===== src/rtl/cpu6_timer_pkg.sv =====
// Shared constants and types for the cpu6 machine timer: register offsets,
// CTRL field positions and the packed CTRL payload.
package cpu6_timer_pkg;

    localparam int unsigned XLEN    = 32;
    localparam int unsigned MTIME_W = 64;
    localparam int unsigned DIV_W   = 8;
    localparam int unsigned OFF_W   = 3;

    localparam logic [OFF_W-1:0] CPU6_TIMER_OFF_MTIME_LO    = 3'd0;
    localparam logic [OFF_W-1:0] CPU6_TIMER_OFF_MTIME_HI    = 3'd1;
    localparam logic [OFF_W-1:0] CPU6_TIMER_OFF_MTIMECMP_LO = 3'd2;
    localparam logic [OFF_W-1:0] CPU6_TIMER_OFF_MTIMECMP_HI = 3'd3;
    localparam logic [OFF_W-1:0] CPU6_TIMER_OFF_CTRL        = 3'd4;

    localparam int unsigned CPU6_TIMER_CTRL_EN_BIT = 0;
    localparam int unsigned CPU6_TIMER_DIV_HIGH    = 15;
    localparam int unsigned CPU6_TIMER_DIV_LOW     = 8;

    typedef struct packed {
        logic [DIV_W-1:0] div;
        logic             en;
    } timer_ctrl_t;

    // CTRL as seen on the read bus; undefined bits read 0.
    function automatic logic [XLEN-1:0] ctrl_to_word(input timer_ctrl_t c);
        logic [XLEN-1:0] w;
        w = '0;
        w[CPU6_TIMER_CTRL_EN_BIT] = c.en;
        w[CPU6_TIMER_DIV_HIGH:CPU6_TIMER_DIV_LOW] = c.div;
        return w;
    endfunction

endpackage


===== src/rtl/cpu6_timer_prescaler.sv =====
// Programmable prescaler: tick every DIV+1 enabled cycles; holds while
// disabled and restarts from 0 on clr.
module cpu6_timer_prescaler
    import cpu6_timer_pkg::*;
(
    input  logic             clk,
    input  logic             reset,
    input  logic             en,
    input  logic [DIV_W-1:0] div,
    input  logic             clr,
    output logic             tick
);

    logic [DIV_W-1:0] pcnt;

    // Tick is decoded from the current count so it lines up with the edge that wraps pcnt.
    assign tick = en && (pcnt == div);

    always_ff @(posedge clk) begin
        if (reset) begin
            pcnt <= '0;
        end else if (clr || tick) begin
            pcnt <= '0;
        end else if (en) begin
            pcnt <= pcnt + DIV_W'(1);
        end
    end

endmodule


===== src/rtl/cpu6_timer.sv =====
// Memory-mapped machine timer: 64-bit mtime/mtimecmp, CTRL, bus decode and
// registered level interrupt to the cpu6 core.
module cpu6_timer
    import cpu6_timer_pkg::*;
#(
    parameter logic [31:0] BASE_ADDR = 32'h0200_0000
)
(
    input  logic            clk,
    input  logic            reset,
    input  logic [XLEN-1:0] dataaddr,
    input  logic [XLEN-1:0] writedata,
    input  logic            memwriteM,
    output logic            timer_sel,
    output logic [XLEN-1:0] timer_readdata,
    output logic            tmr_irq_r
);

    logic [OFF_W-1:0]   off;
    logic               wr;
    logic               wr_mtime_lo;
    logic               wr_mtime_hi;
    logic               wr_cmp_lo;
    logic               wr_cmp_hi;
    logic               wr_ctrl;
    logic               tick;
    logic               cmp_hit;
    logic [MTIME_W-1:0] mtime;
    logic [MTIME_W-1:0] mtime_nxt;
    logic [MTIME_W-1:0] mtimecmp;
    timer_ctrl_t        ctrl;
    logic               unused_addr_bits;

    assign unused_addr_bits = ^dataaddr[1:0];

    // Address decode: 32-byte window, word-granular offsets.
    assign timer_sel   = (dataaddr[31:5] == BASE_ADDR[31:5]);
    assign off         = dataaddr[4:2];
    assign wr          = memwriteM && timer_sel;
    assign wr_mtime_lo = wr && (off == CPU6_TIMER_OFF_MTIME_LO);
    assign wr_mtime_hi = wr && (off == CPU6_TIMER_OFF_MTIME_HI);
    assign wr_cmp_lo   = wr && (off == CPU6_TIMER_OFF_MTIMECMP_LO);
    assign wr_cmp_hi   = wr && (off == CPU6_TIMER_OFF_MTIMECMP_HI);
    assign wr_ctrl     = wr && (off == CPU6_TIMER_OFF_CTRL);

    cpu6_timer_prescaler u_prescaler (
        .clk   (clk),
        .reset (reset),
        .en    (ctrl.en),
        .div   (ctrl.div),
        .clr   (wr_ctrl),
        .tick  (tick)
    );

    // A store to either half overrides the tick; the untouched half keeps its old value.
    always_comb begin
        mtime_nxt = mtime;
        if (tick) begin
            mtime_nxt = mtime + MTIME_W'(1);
        end
        if (wr_mtime_lo) begin
            mtime_nxt = {mtime[63:32], writedata};
        end else if (wr_mtime_hi) begin
            mtime_nxt = {writedata, mtime[31:0]};
        end
    end

    assign cmp_hit = (mtime >= mtimecmp);

    always_ff @(posedge clk) begin
        if (reset) begin
            mtime    <= '0;
            mtimecmp <= '1;
            ctrl     <= '0;
        end else begin
            mtime <= mtime_nxt;
            if (wr_cmp_lo) begin
                mtimecmp[31:0] <= writedata;
            end
            if (wr_cmp_hi) begin
                mtimecmp[63:32] <= writedata;
            end
            if (wr_ctrl) begin
                ctrl.en  <= writedata[CPU6_TIMER_CTRL_EN_BIT];
                ctrl.div <= writedata[CPU6_TIMER_DIV_HIGH:CPU6_TIMER_DIV_LOW];
            end
        end
    end

    // Interrupt is a registered level of the current compare result.
    always_ff @(posedge clk) begin
        if (reset) begin
            tmr_irq_r <= 1'b0;
        end else begin
            tmr_irq_r <= ctrl.en && cmp_hit;
        end
    end

    always_comb begin
        timer_readdata = '0;
        if (timer_sel) begin
            case (off)
                CPU6_TIMER_OFF_MTIME_LO:    timer_readdata = mtime[31:0];
                CPU6_TIMER_OFF_MTIME_HI:    timer_readdata = mtime[63:32];
                CPU6_TIMER_OFF_MTIMECMP_LO: timer_readdata = mtimecmp[31:0];
                CPU6_TIMER_OFF_MTIMECMP_HI: timer_readdata = mtimecmp[63:32];
                CPU6_TIMER_OFF_CTRL:        timer_readdata = ctrl_to_word(ctrl);
                default:                    timer_readdata = '0;
            endcase
        end
    end

endmodule


===== config.mk =====
export PLATFORM = sky130hd
export DESIGN_NAME = cpu6_timer
export DESIGN_NICKNAME = d
export VERILOG_FILES = /design/src/rtl/cpu6_timer_pkg.sv /design/src/rtl/cpu6_timer_prescaler.sv /design/src/rtl/cpu6_timer.sv
export SDC_FILE = /design/constraint.sdc
export NUM_CORES = 1
export LEC_CHECK = 0
export BUFFER_PORTS_ARGS = -buffer_cell sky130_fd_sc_hd__clkbuf_2
export CAP_MARGIN = 20
export CORE_MARGIN = 5
export CORE_UTILIZATION = 60
export CTS_BUF_LIST = sky130_fd_sc_hd__clkbuf_2 sky130_fd_sc_hd__clkbuf_4 sky130_fd_sc_hd__clkbuf_8
export CTS_CLUSTER_DIAMETER = 30
export CTS_CLUSTER_SIZE = 14
export DETAILED_ROUTE_END_ITERATION = 6
export GPL_TIMING_DRIVEN = 0
export PLACE_DENSITY = 0.91
export SLEW_MARGIN = 20
export SYNTH_ARGS = -nofsm -noshare
export SYNTH_HDL_FRONTEND = slang
export SYNTH_HIERARCHICAL = 1
export SYNTH_SLANG_ARGS = --single-unit

===== constraint.sdc =====
create_clock -name clk -period 3.2 [get_ports clk]
set_clock_uncertainty 0.2 [all_clocks]
set_input_delay 0.32 -clock clk [delete_from_list [all_inputs] [get_ports clk]]
set_output_delay 0.32 -clock clk [all_outputs]
set_load 0.02 [all_outputs]

==> summary.md <==
| Metric | Value |
|---|---|
| Initial Util | `61.2%` |
| Worst R2R Path Depth | `9` |
| Startpoint Class | `input pin` |
| Most common library cells after synthesis | `dfxtp_1, nand2_1, inv_1` |
| First-pass GRT wire length | `60.6 mm` |
| Fin area | `11300 µm²` |
| Mapped Cells | `1247` |
| Post-route ant nets | `0` |
| Seq/Total Area, Yosys | `29.9%` |
| H-tree depth | `4` |
| Vias in the first global route | `10800` |
| Hold_ws | `-0.00551 ns` |
| Hpwl dp | `29.1 mm` |
| PortBufs | `97` |
| Mapped Nets | `1380` |
| Synth top area share | `29.9%` |
| Worst hold path depth | `3` |
| Warnings from Yosys | `6` |
| Yosys top cell by area | `dfxtp_1` |
| Setup Crit Path Kind | `input pin to flip-flop` |
| Final period util | `100%` |
| Cts bufs inserted | `17` |
| CTS tree | `built` |
| CTS root buf | `clkbuf_8` |
| Starting DRT DRC Count | `1572` |
| Pwr/cell area | `329 nW/µm²` |
| DRC Markers | `2` |
| Worst hold-check path type | `input pin to flip-flop` |
| Fin nets | `1525` |
| FFs w/ async S/R, synth | `0%` |
| Status | `finished with violations` |
| GRT Total Usage | `42.5%` |
| EDFF count, synth | `0` |
| Final Max Tran Viols | `0` |
| Maximum VDD drop | `0.457 mV` |
| Synth area leaders | `dfxtp_1, ha_1, o211ai_1` |
| Distinct cells, synth | `73` |
| Die Span X | `138 µm` |
| Row count | `46` |
| Pin slew with the least headroom to its limit | `0.877 ns` |
| Antenna violations before repair | `1` |
| Fraction of layout cells with a size suffix above 1 | `13.8%` |
| Final setup fails | `1` |
| GRT overflow | `0` |
| Static leakage | `0.00473 µW` |
| Crit path required time | `3.38 ns` |
| Fillers | `1308` |
| Placer Congestion | `1.00` |
| Ports | `101` |
| Skew-Pair Late Insertion Delay | `0.49 ns` |
| Crit. End Element | `flip-flop` |
| Via count | `11300` |
| Slew HR | `41.5%` |
| FMAX | `311 MHz` |
| Clock slew at reported path FFs | `0.09 ns` |
| Failing checks | `DRC, hold timing, setup timing` |
| Synthesized flop and latch total | `146` |
| Diode count | `0` |
| Fin crit period | `3.21 ns` |
| Final WL | `40.5 mm` |
| Syn_area_per_cell | `7.83 µm²` |
| Count leader, synth | `dfxtp_1` |
| Dominant synthesized flop cell | `dfxtp_1` |
| Clk sink count | `146` |
| Crit path max fanout | `10` |
| Core ar. | `15900 µm²` |
| WL/cell | `25.0 µm` |
| Die span in y | `138 µm` |
| WP data arrival | `3.39 ns` |
| Area growth from synthesis to layout | `15.8%` |
| Placed inst area | `10500 µm²` |
| Final hold violation count | `3` |
| Maxcap violations | `0` |
| Largest net degree at the start of global routing | `17` |
| Via-to-Cell Ratio | `6.99` |
| DR pass1 iterations | `7` |
| Die area | `18900 µm²` |
| Synthesized area | `9760 µm²` |
| Clk buf depth | `2` |
| Worst setup margin | `-0.0107 ns` |
critical path, cell delays in order:
cell,delay (ns)
buf_4,0.17
nor3b_4,0.63
nand4_1,0.51
o21ai_2,0.73
buf_2,0.45
nor3_1,0.11
xnor2_1,0.14
a211oi_1,0.31
per-layer routing:
layer / part of all wire (%) / wire, µm / vias to the layer above / global-route usage (%)
met5: 0.015 / 6 / - / 0
met4: 6.9 / 2800 / 2 / 25.8
met3: 13 / 5400 / 225 / 13.2
met2: 44 / 17700 / 910 / 65.0
met1: 36 / 14600 / 5274 / 52.3
li1: - / - / 4923 / -
through the flow:
step                setup WS, ns  utilization (%)  total power (µW)  instances  TNS [ns]
CTS                       0.0564             70.5              3660       1619         0
detailed placement        -0.737             66.0              2100       1560    -34.36
global placement          -0.706             66.0              2090       1560    -31.17
global route             -0.0220             70.9              3780       1621   -0.0220
finish                   -0.0107             70.9              3710       1621   -0.0107
floorplan                  0.476                -              1960       1247         0
cell type report:
cell class | count | area [µm²] | area share, %
Buffer | 86 | 374 | 3.31
Clock buffer | 20 | 263 | 2.32
Clock inverter | 12 | 156 | 1.38
Inverter | 91 | 342 | 3.02
Multi-Input combinational cell | 924 | 6200 | 54.9
Sequential cell | 146 | 2920 | 25.9
Tap cell | 216 | 270 | 2.39
Timing Repair Buffer | 126 | 771 | 6.82
placed cells by master (no fill, tap or decap), types with 15 or more instances in the layout:
cell type and n:
a211oi_1 39, a21oi_1 67, a22oi_1 56, and4_1 16, buf_2 18, clkbuf_1 53
clkbuf_2 105, clkbuf_8 18, dfxtp_1 146, dlygate4sd3_1 27, ha_1 66, inv_1 91
mux2i_1 15, nand2_1 135, nand3_1 36, nand4_1 43, nor2_1 89, nor3_1 30
nor4_1 30, o211ai_1 69, o21ai_0 46, xnor2_1 41
timing repair:
action,in CTS,in global routing
hold buffers,27,0
setup endpoints to repair,68,44
resized for setup,14,14
pin swaps,0,2
setup buffers,0,2
endpoints found under the hold margin,71,0
where the power goes:
part	internal (µW)	switching (µW)	leakage, µW
Combinational	94.6	184	0.00334
Sequential	1820	3.15	0.00118
Clock	812	805	0.000214
final timing paths:
check,startpoint,end,slack (ns)
min,writedata[9],mtimecmp[9]$_SDFFE_PP1P_,-0.006
max reg2reg,ctrl[0]$_SDFFE_PP0P_,mtime[17]$_SDFFE_PP0P_,0.02
max,dataaddr[2],mtime[17]$_SDFFE_PP0P_,-0.01
min reg2reg,mtimecmp[37]$_SDFFE_PP1P_,mtimecmp[37]$_SDFFE_PP1P_,0.33
kinds of logic after synthesis:
logic type | count (synthesis) | share of synthesized area (%)
AND/OR/NAND/NOR | 446 | 23.4
AO/OA/AOI/OAI | 344 | 24.3
buffers and inverters | 177 | 7.20
flip-flops | 146 | 29.9
adder cells (fa/ha/maj) | 66 | 8.46
XOR/XNOR | 45 | 4.04
multiplexers | 23 | 2.69
flip-flops by register name, indices dropped and copies added, names as in the netlist:
register / flops
u_prescaler/pcnt: 8
mtime: 64
tmr_irq_r: 1
ctrl: 9
mtimecmp: 64
Note: power is estimated with default switching activity, not from simulation.
